==> src/rtl/sound_sequencer.sv <==
// Sound effect sequencer: plays short fixed tunes (EAT, WIN, CRASH) as a
// sequence of note periods separated by silent gaps, timed by an external
// tick strobe. Higher-priority events preempt the tune being played.
// Optional feature: define SOUND_SEQ_QUEUE_EN to hold one unaccepted event
// and play it after the current tune completes.
module sound_sequencer #(
  parameter int NOTE_TICKS = 8,
  parameter int GAP_TICKS  = 2
) (
  input  logic       clk,
  input  logic       nRst,
  input  logic       en,
  input  logic       tick,
  input  logic       eat_evt,
  input  logic       win_evt,
  input  logic       crash_evt,
  output logic [7:0] freq,
  output logic       playSound,
  output logic       busy,
  output logic       done
);

  typedef enum logic [1:0] {IDLE, PLAY, GAP} state_t;

  // Tune ids double as priority ranks; 0 means no tune.
  localparam logic [1:0] T_NONE  = 2'd0;
  localparam logic [1:0] T_EAT   = 2'd1;
  localparam logic [1:0] T_WIN   = 2'd2;
  localparam logic [1:0] T_CRASH = 2'd3;

  localparam logic [7:0] NOTE_LAST = 8'(NOTE_TICKS - 1);
  localparam logic [7:0] GAP_LAST  = 8'(GAP_TICKS - 1);

  state_t     state;
  logic [1:0] tune;
  logic [1:0] note_idx;
  logic [7:0] tick_cnt;
  logic [1:0] evt_pri;
  logic       accept;
  logic [1:0] start_tune;
`ifdef SOUND_SEQ_QUEUE_EN
  logic [1:0] pend;
`endif

  function automatic logic [7:0] note_of(input logic [1:0] t, input logic [1:0] k);
    logic [7:0] f;
    f = 8'd0;
    case (t)
      T_EAT:   f = (k == 2'd0) ? 8'd40 : 8'd30;
      T_WIN:   case (k)
                 2'd0:    f = 8'd60;
                 2'd1:    f = 8'd50;
                 2'd2:    f = 8'd40;
                 default: f = 8'd30;
               endcase
      T_CRASH: case (k)
                 2'd0:    f = 8'd100;
                 2'd1:    f = 8'd150;
                 default: f = 8'd200;
               endcase
      default: f = 8'd0;
    endcase
    return f;
  endfunction

  function automatic logic [1:0] last_of(input logic [1:0] t);
    logic [1:0] l;
    case (t)
      T_EAT:   l = 2'd1;
      T_WIN:   l = 2'd3;
      T_CRASH: l = 2'd2;
      default: l = 2'd0;
    endcase
    return l;
  endfunction

  // Pick the highest-ranked incoming event and decide whether it starts now.
  always_comb begin
    evt_pri = crash_evt ? T_CRASH : win_evt ? T_WIN : eat_evt ? T_EAT : T_NONE;
    accept  = en && (evt_pri != T_NONE) && ((state == IDLE) || (evt_pri > tune));
    start_tune = accept ? evt_pri : T_NONE;
`ifdef SOUND_SEQ_QUEUE_EN
    if (!accept && en && state == IDLE && pend != T_NONE) start_tune = pend;
`endif
  end

  // Sequencer FSM with all outputs registered.
  always_ff @(posedge clk or negedge nRst) begin
    if (!nRst) begin
      state     <= IDLE;
      tune      <= T_NONE;
      note_idx  <= 2'd0;
      tick_cnt  <= 8'd0;
      freq      <= 8'd0;
      playSound <= 1'b0;
      busy      <= 1'b0;
      done      <= 1'b0;
`ifdef SOUND_SEQ_QUEUE_EN
      pend      <= T_NONE;
`endif
    end else begin
      done <= 1'b0;
      if (!en) begin
        state     <= IDLE;
        tune      <= T_NONE;
        note_idx  <= 2'd0;
        tick_cnt  <= 8'd0;
        freq      <= 8'd0;
        playSound <= 1'b0;
        busy      <= 1'b0;
`ifdef SOUND_SEQ_QUEUE_EN
        pend      <= T_NONE;
`endif
      end else if (start_tune != T_NONE) begin
        // Start or preempt: note 0 of the new tune, tick on this cycle ignored.
        state     <= PLAY;
        tune      <= start_tune;
        note_idx  <= 2'd0;
        tick_cnt  <= 8'd0;
        freq      <= note_of(start_tune, 2'd0);
        playSound <= 1'b1;
        busy      <= 1'b1;
`ifdef SOUND_SEQ_QUEUE_EN
        if (!accept) pend <= T_NONE;
`endif
      end else begin
`ifdef SOUND_SEQ_QUEUE_EN
        // Remember the best event refused while a tune is playing.
        if (state != IDLE && evt_pri > pend) pend <= evt_pri;
`endif
        case (state)
          PLAY: if (tick) begin
            if (tick_cnt == NOTE_LAST) begin
              tick_cnt  <= 8'd0;
              playSound <= 1'b0;
              if (note_idx == last_of(tune)) begin
                state <= IDLE;
                tune  <= T_NONE;
                freq  <= 8'd0;
                busy  <= 1'b0;
                done  <= 1'b1;
              end else begin
                state <= GAP;
              end
            end else begin
              tick_cnt <= tick_cnt + 8'd1;
            end
          end
          GAP: if (tick) begin
            if (tick_cnt == GAP_LAST) begin
              state     <= PLAY;
              tick_cnt  <= 8'd0;
              note_idx  <= note_idx + 2'd1;
              freq      <= note_of(tune, note_idx + 2'd1);
              playSound <= 1'b1;
            end else begin
              tick_cnt <= tick_cnt + 8'd1;
            end
          end
          default: ;
        endcase
      end
    end
  end

endmodule

==> config.mk <==
export PLATFORM = sky130hd
export DESIGN_NAME = sound_sequencer
export DESIGN_NICKNAME = d
export VERILOG_FILES = /design/src/rtl/sound_sequencer.sv
export SDC_FILE = /design/constraint.sdc
export NUM_CORES = 1
export LEC_CHECK = 0
export CAP_MARGIN = 0
export CORE_MARGIN = 4
export CORE_UTILIZATION = 60
export CTS_CLUSTER_SIZE = 30
export DETAILED_ROUTE_END_ITERATION = 7
export GPL_ROUTABILITY_DRIVEN = 0
export PLACE_DENSITY = 0.88
export SYNTH_ARGS = -nofsm -noshare
export SYNTH_HDL_FRONTEND = slang
export SYNTH_SLANG_ARGS = --single-unit
==> constraint.sdc <==
create_clock -name clk -period 6.5 [get_ports clk]
set_input_delay 1.3 -clock clk [delete_from_list [all_inputs] [get_ports clk]]
set_output_delay 1.3 -clock clk [all_outputs]
set_load 0.01 [all_outputs]
**Yosys cells after proc, flatten, opt, wreduce, memory -nomap -nowiden**

Cells that the tools add are included.

- Register bits after elaboration: 25
- Input port bits: 7
- Output and inout bits: 11

- Add/sub/neg operators: 2
- Magnitude comparators: 1
- Eq/ne operators: 25
- Muxes and demuxes: 68
- Reduce and logical (&&, ||, !) cells: 12

Operators by type and width:

| cell | number |
|---|---|
| $mux W8 | 13 |
| $mux W2 | 26 |
| $pmux W8 S2 | 3 |
| $pmux W8 S3 | 1 |
| $pmux W7 S3 | 1 |
| $ne A4 B4 Y1 const B | 5 |
| $mux W1 | 19 |
| $ne A3 B1 Y1 const B | 6 |
| $pmux W6 S3 | 1 |
| $eq A2 B2 Y1 const B | 6 |
| $add A8 B1 Y8 const B | 1 |
| $eq A2 B1 Y1 const B | 4 |
| $eq A8 B1 Y1 const B | 1 |
| $eq A8 B3 Y1 const B | 1 |
| $mux W6 | 1 |
| $pmux W2 S3 | 1 |
| $reduce_and A3 Y1 | 2 |
| $reduce_and A6 Y1 | 1 |
| $reduce_and A5 Y1 | 1 |
| $logic_not A2 Y1 | 2 |
| $ne A4 B1 Y1 const B | 1 |
| $pmux W2 S2 | 1 |
| $reduce_and A4 Y1 | 1 |
| $reduce_bool A2 Y1 | 2 |
| other kinds (6) | 7 |

**Depth between registers and ports, before layout**

Gate-level depths: netlist (run 1).

- Depth in word-level cells: 17
- Mapped depth: 13

**Worst setup path before layout (run 1)**

Ideal clock, no wire load.

- Kind: input to register
- Start: input win_evt
- End: register freq[1]
- Setup time: 0.125 ns
- Arrival: 3.748 ns
- Required time: 6.375 ns
- Setup slack: 2.627 ns
- Stages: 12
- Path buffers: 2
- Cell sequence: or2_2 -> ha_1 -> nand2b_1 -> o21ba_2 -> a211oi_1 -> or2_2 -> ha_1 -> clkbuf_1 -> nand2_2 -> a31o_1 -> buf_6 -> mux2_4

- Longest elaborated chain between the ends: 9

Ends and longest elaborated chain:

| what | RTL line | text |
|---|---|---|
| from (decl) | 15 | `input logic win_evt,` |
| $mux W2 * (2 in a row) | 79 | `evt_pri = crash_evt ? T_CRASH : win_evt ? T_WIN : eat_evt ? T_EAT : T_NONE;` |
| $gt A2 B2 Y1 or $reduce_bool A2 Y1 (tied branches) | 80 | `accept = en && (evt_pri != T_NONE) && ((state == IDLE) \|\| (evt_pri > tune));` |
| $logic_or A1 B1 Y1 or $logic_and A1 B1 Y1 (tied branches) | 80 |  |
| $logic_and A1 B1 Y1 | 80 |  |
| $mux W2 * | 81 | `start_tune = accept ? evt_pri : T_NONE;` |
| $reduce_bool A2 Y1 * | 114 | `end else if (start_tune != T_NONE) begin` |
| $ne A4 B4 Y1 (no line), or another cell as far along | -- |  |
| $reduce_and A6 Y1 (no line) or $mux W8 (tied branches) | -- |  |
| to (signal assigned) | 120 | `freq <= note_of(start_tune, 2'd0);` |
| to (signal assigned) | 154 | `freq <= note_of(tune, note_idx + 2'd1);` |
| to (decl) | 17 | `output logic [7:0] freq,` |

Mark *: on every way between the ends. The rest lies on a longest branch, timed or not.
A chain may end at the register's enable or synchronous reset.

**Worst setup path in the final report (run 1)**

- Start: input win_evt
- End: register tick_cnt[6]

- Longest elaborated chain between the ends: 9

Ends and longest elaborated chain:

| what | RTL line | text |
|---|---|---|
| $mux W2 * (2 in a row) | 79 |  |
| $gt A2 B2 Y1 or $reduce_bool A2 Y1 (tied branches) | 80 |  |
| $logic_or A1 B1 Y1 or $logic_and A1 B1 Y1 (tied branches) | 80 |  |
| $logic_and A1 B1 Y1 | 80 |  |
| $mux W2 * | 81 |  |
| $reduce_bool A2 Y1 * | 114 |  |
| $ne A4 B1 Y1 (no line), or another cell as far along | -- |  |
| $reduce_and A3 Y1 (no line) or $mux W8 (tied branches) | -- |  |
| to (signal assigned) | 146 | `tick_cnt <= tick_cnt + 8'd1;` |
| to (signal assigned) | 157 | `tick_cnt <= tick_cnt + 8'd1;` |
| to (decl) | 37 | `logic [7:0] tick_cnt;` |

Marks and branches as above.

==> results of run 1 <==
-- synth_stat cells, types with 3 or more instances --
master | instances | area (um^2)
dfrtp_1 | 23 | 575.6
ha_1 | 20 | 250.2
a21oi_1 | 14 | 70.07
inv_1 | 13 | 48.80
nor2_1 | 11 | 41.29
nand2_1 | 10 | 37.54
o21ai_0 | 9 | 45.04
nand2b_1 | 7 | 43.79
mux2_4 | 6 | 90.09
a31oi_1 | 4 | 25.02
nand3_1 | 4 | 20.02
nand4_1 | 3 | 18.77
nor2b_1 | 3 | 18.77
o31ai_1 | 3 | 22.52
or4_1 | 3 | 22.52
xnor2_1 | 3 | 26.28
-- worst max-delay path by stage --
stage	to	depth (start not counted)
after detailed placement	tick_cnt[6]	12
after CTS	tick_cnt[6]	12
after floorplan	freq[1]	12
final	tick_cnt[6]	12
after global placement	tick_cnt[7]	12
after global routing	tick_cnt[6]	12
-- kinds of logic after synthesis --
kind of cell,Yosys count,synth area share (%)
compound gates,56,21.82
xor+xnor,3,1.469
fa+ha+maj,20,13.99
buf+inv,19,4.895
flops,23,32.17
mux,8,6.154
other cells,1,0.2096
simple gates,59,19.30
-- state kept, by name, summed over array words and instances, names as in the netlist --
signal    cells
busy          1
note_idx      2
freq          7
done          1
tune          2
tick_cnt      8
state         2
-- area by class of cell --
cell class | instances | area (um^2) | area share, %
Multi-Input combinational cell | 147 | 1126 | 56.96
Sequential cell | 23 | 575.6 | 29.11
Timing Repair Buffer | 16 | 160.2 | 8.101
Inverter | 13 | 48.80 | 2.468
Tap cell | 31 | 38.79 | 1.962
Clock buffer | 3 | 22.52 | 1.139
Clock inverter | 1 | 5.005 | 0.2532
-- metrics by stage --
stage                     power (W)  setup slack [ps]  cells
after floorplan           0.0002748              2627    189
after global placement    0.0003107              2110    230
after detailed placement  0.0003188              1969    230
after CTS                 0.0003905              2281    234
after global routing      0.0004147              2031    234
final                     0.0003903              2226    234
-- power breakdown --
group,total [W],switching (W),internal [W]
sequential,0.000165,0.0000112,0.000154
clock,0.0000713,0.0000482,0.0000231
combinational,0.000154,0.0000877,0.0000662
-- per-layer routing --
layer / GRT usage [%] / up-vias / share of wire [%]
li1: - / 712 / -
met1: 23.98 / 726 / 41
met2: 39.28 / 44 / 53
met3: 4.856 / 6 / 4.4
met4: 7.989 / 0 / 1.4
met5: 0 / - / 0
==> impl_metrics.toml, run 1 <==
[run_status]
status = "finished, final reports clean"

[global_route]
grt_max_degree = 24
antenna_found_initial = 0
grt_usage_pct = 21.44
grt_pass1_vias = 1561
grt_pass1_wl_um = 6893
overflow = 0

[critical_path]
cp_top_family = "compound AO/OA/AOI/OAI gates"
crit_chain = "clkdlybuf4s50_1 -> or2_2 -> ha_1 -> nand2b_1 -> o21ba_2 -> a211oi_1 -> or2_2 -> ha_1 -> nand2_2 -> a21oi_2 -> o21ai_0 -> a21oi_1"
required_ps = 6760
cp_num_buf_inv = 1
ff2ff_path_depth = 11
cp-end-kind = "flop"
r2r-end = "tick_cnt[6]"
critical_path_arrival_ps = 4530
cp-start-kind = "input pin"
critical_path_class = "input pin to flop"
regToRegSetupSlack_ps = 3330
r2r_start = "tune[1]"
startpoint = "win_evt"
max_stage_delay_ps = 460
crit_slowest_cell = "a21oi_2"
worstPathMaxFanout = 13

[timing]
timing.slew.headroom_pct = 31.49
setup_tns_ps = 0
period_needed_ps = 4274
finalCritPeriodShare_pct = 65.75
rsz0062_at_grt = "no"
clock.fmax_mhz = 234.0
setup_violations = 0
hold_viol = 0
tightestPinTransition_ps = 1024
slew_violations = 0
finalClockSkew_ps = 11.50
hold_ws_ps = 503.4

[worst_hold_path]
worstHoldStart = "busy"
hold_depth = 1
hold_path_class = "flop to flop"
min_to = "busy"

[finish]
fin_nets = 231
fin_area_um2 = 1977
final_cell_mix = "23 x dfrtp_1, 20 x ha_1, 16 x clkdlybuf4s50_1, 14 x a21oi_1, 13 x inv_1"
drive_gt1_share_pct = 11.33
layout_commonest_cell = "dfrtp_1"
area_growth_pct = 10.49
utilization_pct = 70.47
n_antenna_cell = 0
fillers = 213

[placement]
numPortBuffers = 16
hpwlAfterDp_um = 3035
place_area_um2 = 1949

[routing]
wl_per_cell_um = 17.03
drt_iter0_drc = 86
routed_wl_um = 3984
drcViolationCount = 0
dr.pass1.iters = 4
final_antenna_net_count = 0
avgViaCountPerCell = 6.359
num_vias = 1488

[clock_network]
h-tree-depth = 1
clock_latency_ps = 330
cts_num_sinks = 23
root_buffer = "clkbuf_4"
hold_buffers = 0
cts.clk_slew.worst_paths_ps = 140
cts_tree = "built"
clockBufferDepth = 2
cts_buffers = 3
cts_setup_buffers = 0
postCtsResizedCells = 0

[floorplanning]
fp-row-count = 19
start_util_pct = 63.78
die_w_um = 62.61
die_y_um = 62.61
core_um2 = 2805
ios = 18
die_area_um2 = 3919

[power]
ir_worst_vdd_v = 0.0001514
leakagePower_nw = 0.8326
power_density_nw_per_um2 = 197.4

[synthesis]
synth_seq_cells = 23
avgSynthCellArea_um2 = 9.467
synth_area_um2 = 1789
synth_nets = 216
synth-edff-count = 0
synth-main-ff-cell = "dfrtp_1"
ys_async_sr_fraction_pct = 100.0
yosysWarnings = 0
ys_seq_area_share_pct = 32.17
syn_inst = 189
synth.distinct_cells = 57

[run]
max-cap-violations = 0
No activity file was read; power rests on OpenSTA's default activity.
==> run 2: changes to the inputs <==
--- a/config.mk
+++ b/config.mk
@@ -7,11 +7,11 @@
 export LEC_CHECK = 0
 export CAP_MARGIN = 0
 export CORE_MARGIN = 4
-export CORE_UTILIZATION = 60
+export CORE_UTILIZATION = 51
 export CTS_CLUSTER_SIZE = 30
 export DETAILED_ROUTE_END_ITERATION = 7
 export GPL_ROUTABILITY_DRIVEN = 0
-export PLACE_DENSITY = 0.88
+export PLACE_DENSITY = 0.81
 export SYNTH_ARGS = -nofsm -noshare
 export SYNTH_HDL_FRONTEND = slang
 export SYNTH_SLANG_ARGS = --single-unit
==> constraint.sdc (replaced) <==
create_clock -name clk -period 3.81 [get_ports clk]
set_input_delay 0.762 -clock clk [delete_from_list [all_inputs] [get_ports clk]]
set_output_delay 0.762 -clock clk [all_outputs]
set_load 0.01 [all_outputs]
==> run 2 against run 1 <==
Compared with the run above:
- critical endpoint is now tick_cnt[7]
- core utilization down 10 points
- clock skew decreased by 5.9 ps
- non-clock buffer count increased by 5
==> impl_metrics.toml, run 2 (synthesized netlist as in run 1, its figures left out) <==
[worst_hold_path]
hold_path_class = "flop to flop"

[critical_path]
critical_path_class = "input pin to flop"
required_ps = 4060
crit_end = "tick_cnt[7]"
cp-start-kind = "input pin"
r2r-end = "tick_cnt[7]"
critical_path_arrival_ps = 3680
startpoint = "win_evt"
regToRegSetupSlack_ps = 950
ff2ff_path_depth = 11
r2r_start = "tune[1]"
cp-end-kind = "flop"
worstPathMaxFanout = 11

[clock_network]
root_buffer = "clkbuf_4"
hold_buffers = 0
postCtsResizedCells = 0
cts_buffers = 3
cts.clk_slew.worst_paths_ps = 130
clock_latency_ps = 320
clockBufferDepth = 2
cts_num_sinks = 23
cts_tree = "built"
h-tree-depth = 1
cts_setup_buffers = 0

[global_route]
antenna_found_initial = 0
grt_pass1_wl_um = 6410
grt_pass1_vias = 1399
overflow = 0
grt_max_degree = 24
grt_usage_pct = 18.29

[power]
leakagePower_nw = 0.8540
power_density_nw_per_um2 = 330.5
p_clk_share_pct = 17.5
p_seq_share_pct = 41.6
internal_power_w = 0.0004273
comb_power_share_pct = 40.9
ir_worst_vdd_v = 0.0002473
switching_share_pct = 36.37
switchingPower_w = 0.0002442

[timing]
finalClockSkew_ps = 5.583
timing.slew.headroom_pct = 30.13
clock.fmax_mhz = 291.5
rsz0062_at_grt = "no"
period_needed_ps = 3430
finalCritPeriodShare_pct = 90.04
setup_violations = 0
hold_ws_ps = 494.8
setup_tns_ps = 0
hold_viol = 0
tightestPinTransition_ps = 1045
slew_violations = 0

[routing]
routed_wl_um = 3745
dr.pass1.iters = 4
avgViaCountPerCell = 5.807
drt_iter0_drc = 78
final_antenna_net_count = 0
drcViolationCount = 0
num_vias = 1475
wl_per_cell_um = 14.74

[placement]
hpwlAfterDp_um = 2845
dp_cells = 250
numPortBuffers = 16
place_area_um2 = 2006

[finish]
reg_top3 = "tick_cnt (8), freq (7)"
final_cell_mix = "23 x dfrtp_1, 20 x ha_1, 16 x clkdlybuf4s50_1, 14 x a21oi_1, 13 x inv_1"
instances_no_fill = 254
n_antenna_cell = 0
area_growth_pct = 13.57
drive_gt1_share_pct = 12.98
fin_area_um2 = 2032
utilization_pct = 60.42
fin_nets = 236
top_register = "tick_cnt"
largest_register_ffs = 8
fillers = 329
layout_commonest_cell = "dfrtp_1"

[floorplanning]
die_y_um = 67.23
fp-row-count = 21
core_um2 = 3363
die_area_um2 = 4520
ios = 18
start_util_pct = 53.20
die_w_um = 67.23

[run_status]
status = "finished, final reports clean"

[run]
max-cap-violations = 0
-- run 2: metrics by stage --
step / setup WS (ps) / total power [W]
2_1_floorplan: 475.3 / 0.0004689
3_3_place_gp: 136.1 / 0.0005488
3_5_place_dp: 41.90 / 0.0005534
4_1_cts: 394.3 / 0.0006754
5_1_grt: 176.1 / 0.0007199
6_report: 379.5 / 0.0006716
-- run 2: worst min-delay path by stage --
stage                 to  start  slack (ps)  depth (start not counted)
finish              busy   busy         490                          1
global route        busy   busy         510                          1
CTS                 busy   busy         500                          1
detailed placement  busy   busy         470                          1
global placement    busy   busy         480                          1
floorplan           busy   nRst         470                          0
-- run 2: final cells by class --
type	count	area, um^2	share of cell area, %
tap	46	57.56	2.833
inverter	13	48.80	2.401
sequential	23	575.6	28.33
clock buffer	4	26.28	1.293
multi-input combinational	147	1126	55.42
timing repair buffer	21	197.7	9.729
-- run 2: metal layers --
metal  GRT usage (%)  wire [um]
met1           23.32       1672
met2           31.41       1828
met3           3.661        198
met4           4.810         46
met5               0          0
-- run 2: worst max-delay path, stage by stage --
cell	delay, ps
clkdlybuf4s50_1	440
or2_2	330
ha_1	320
nor2b_1	170
nor2_1	60
a21oi_1	280
inv_1	160
ha_1	250
nand2_2	130
a21oi_2	100
or4_1	520
a21oi_1	160
-- run 2: power groups by stage --
| stage | clock network, W | registers, W | logic (W) |
|---|---|---|---|
| after global placement | 0 | 0.000284 | 0.000265 |
| after floorplan | 0 | 0.000287 | 0.000182 |
| final | 0.000117 | 0.000280 | 0.000275 |
| after detailed placement | 0 | 0.000285 | 0.000269 |
| after CTS | 0.000124 | 0.000280 | 0.000272 |
| after global routing | 0.000133 | 0.000283 | 0.000304 |
==> run 3: changes to the inputs <==
--- a/config.mk
+++ b/config.mk
@@ -6,7 +6,7 @@
 export NUM_CORES = 1
 export LEC_CHECK = 0
 export CAP_MARGIN = 0
-export CORE_MARGIN = 4
+export CORE_MARGIN = 10
 export CORE_UTILIZATION = 51
 export CTS_CLUSTER_SIZE = 30
 export DETAILED_ROUTE_END_ITERATION = 7
==> run 3 against run 2 <==
Compared with the run above:
- worst hold slack better by 16 ps
- core utilization unchanged
- wire length rose by 0.48%
- final area stayed put
- via count is the same
- sequential cell count unchanged
- sequential share of layout area unchanged
- largest cell class unchanged
==> impl_metrics.toml, run 3 (synthesized netlist as in run 1, its figures left out) <==
[timing]
finalCritPeriodShare_pct = 90.87
period_needed_ps = 3462
setup_violations = 0
clock.fmax_mhz = 288.8
slew_violations = 0
setup_tns_ps = 0
rsz0062_at_grt = "no"
timing.slew.headroom_pct = 30.45
hold_viol = 0
finalClockSkew_ps = 6.345
tightestPinTransition_ps = 1040
fin_ws_ps = 347.9

[routing]
wl_per_cell_um = 14.81
drcViolationCount = 0
dr.pass1.iters = 4
drt_iter0_drc = 126
num_vias = 1475
final_antenna_net_count = 0
routed_wl_um = 3763
avgViaCountPerCell = 5.807

[critical_path]
cp_top_family = "simple AND/OR/NAND/NOR gates"
cp-end-kind = "flop"
critical_path_arrival_ps = 3710
critical_path_class = "input pin to flop"
crit_slowest_cell = "or4_1"
startpoint = "win_evt"
cp-start-kind = "input pin"
required_ps = 4060
cp_num_buf_inv = 1
worstPathMaxFanout = 11
crit_chain = "clkdlybuf4s50_1 -> or2_2 -> ha_1 -> nand2b_1 -> o21ba_2 -> a211oi_1 -> or2_2 -> ha_1 -> nand2_2 -> a21oi_2 -> or4_1 -> a21oi_1"
max_stage_delay_ps = 520
r2r_start = "tune[1]"

[power]
leakagePower_nw = 0.8540
ir_worst_vdd_v = 0.0002345
power_density_nw_per_um2 = 328.9

[clock_network]
cts_buffers = 3
cts.clk_slew.worst_paths_ps = 120
cts_num_sinks = 23
clockBufferDepth = 2
hold_buffers = 0
postCtsResizedCells = 0
root_buffer = "clkbuf_4"
h-tree-depth = 1
cts_tree = "built"
clock_latency_ps = 320
cts_setup_buffers = 0

[finish]
multiInputGateArea_um2 = 1126
final_cell_mix = "23 x dfrtp_1, 20 x ha_1, 16 x clkdlybuf4s50_1, 14 x a21oi_1, 13 x inv_1"
area_growth_pct = 13.57
drive_gt1_share_pct = 12.98
top_register = "tick_cnt"
n_antenna_cell = 0
fillers = 314
seq_area_um2 = 575.6
fin_nets = 236
largest_register_ffs = 8
reg_top3 = "tick_cnt (8), freq (7)"
layout_commonest_cell = "dfrtp_1"

[floorplanning]
die_y_um = 79.23
die_area_um2 = 6277
die_w_um = 79.23
core_um2 = 3363
fp-row-count = 21
start_util_pct = 53.20
ios = 18

[placement]
hpwlAfterDp_um = 2909
numPortBuffers = 16
dp_worst_setup_slack_ps = 29.63

[global_route]
overflow = 0
grt_usage_pct = 12.39
antenna_found_initial = 0
grt_pass1_vias = 1399
grt_pass1_wl_um = 6492
grt_max_degree = 24

[worst_hold_path]
worstHoldStart = "busy"
hold_path_class = "flop to flop"

[run]
max-cap-violations = 0

[run_status]
status = "finished, final reports clean"
[run 3: cell counts in the layout (fill, tap and decap cells not counted)]
No cell type changed its count.
[run 3: cell type report]
class,count,share of cell area [%]
Multi-Input combinational cell,147,55.42
Inverter,13,2.401
Timing Repair Buffer,21,9.729
Tap cell,46,2.833
Clock buffer,4,1.293
Sequential cell,23,28.33
[run 3: stage by stage]
step           area [um^2]  hold slack [ps]   power, W  utilization, %  cells
2_1_floorplan         1789            466.4  0.0004689               -    189
3_3_place_gp          2006            465.3  0.0005490           59.64    250
3_5_place_dp          2006            492.4  0.0005544           59.64    250
4_1_cts               2032            524.6  0.0006723           60.42    254
5_1_grt               2032            554.3  0.0007158           60.42    254
6_report              2032            511.2  0.0006683           60.42    254
[run 3: final timing paths]
path | endpoint | depth (start not counted) | slack [ps]
worst max register to register | tick_cnt[7] | 11 | 960
worst min-delay path | busy | 1 | 510
worst max-delay path | tick_cnt[7] | 12 | 350
max in group asynchronous | busy | 1 | 2190
min in group asynchronous | freq[7] | 1 | 1000
worst min register to register | busy | 1 | 510
[run 3: routing by layer]
layer	global-route usage (%)	wire, um	share of wire [%]	vias to the layer above
li1	-	-	-	728
met1	15.43	1698	45	701
met2	19.74	1779	47	44
met3	3.941	264	7.0	2
met4	4.122	21	0.56	0
met5	0	0	0	-
[run 3: power breakdown]
| group | leakage, nW | internal [W] | switching, W | total, W |
|---|---|---|---|---|
| Sequential | 0.313 | 0.000262 | 0.0000178 | 0.000280 |
| Clock | 0.0150 | 0.0000410 | 0.0000749 | 0.000116 |
| Combinational | 0.526 | 0.000124 | 0.000148 | 0.000272 |
| Total | 0.854 | 0.000427 | 0.000241 | 0.000668 |
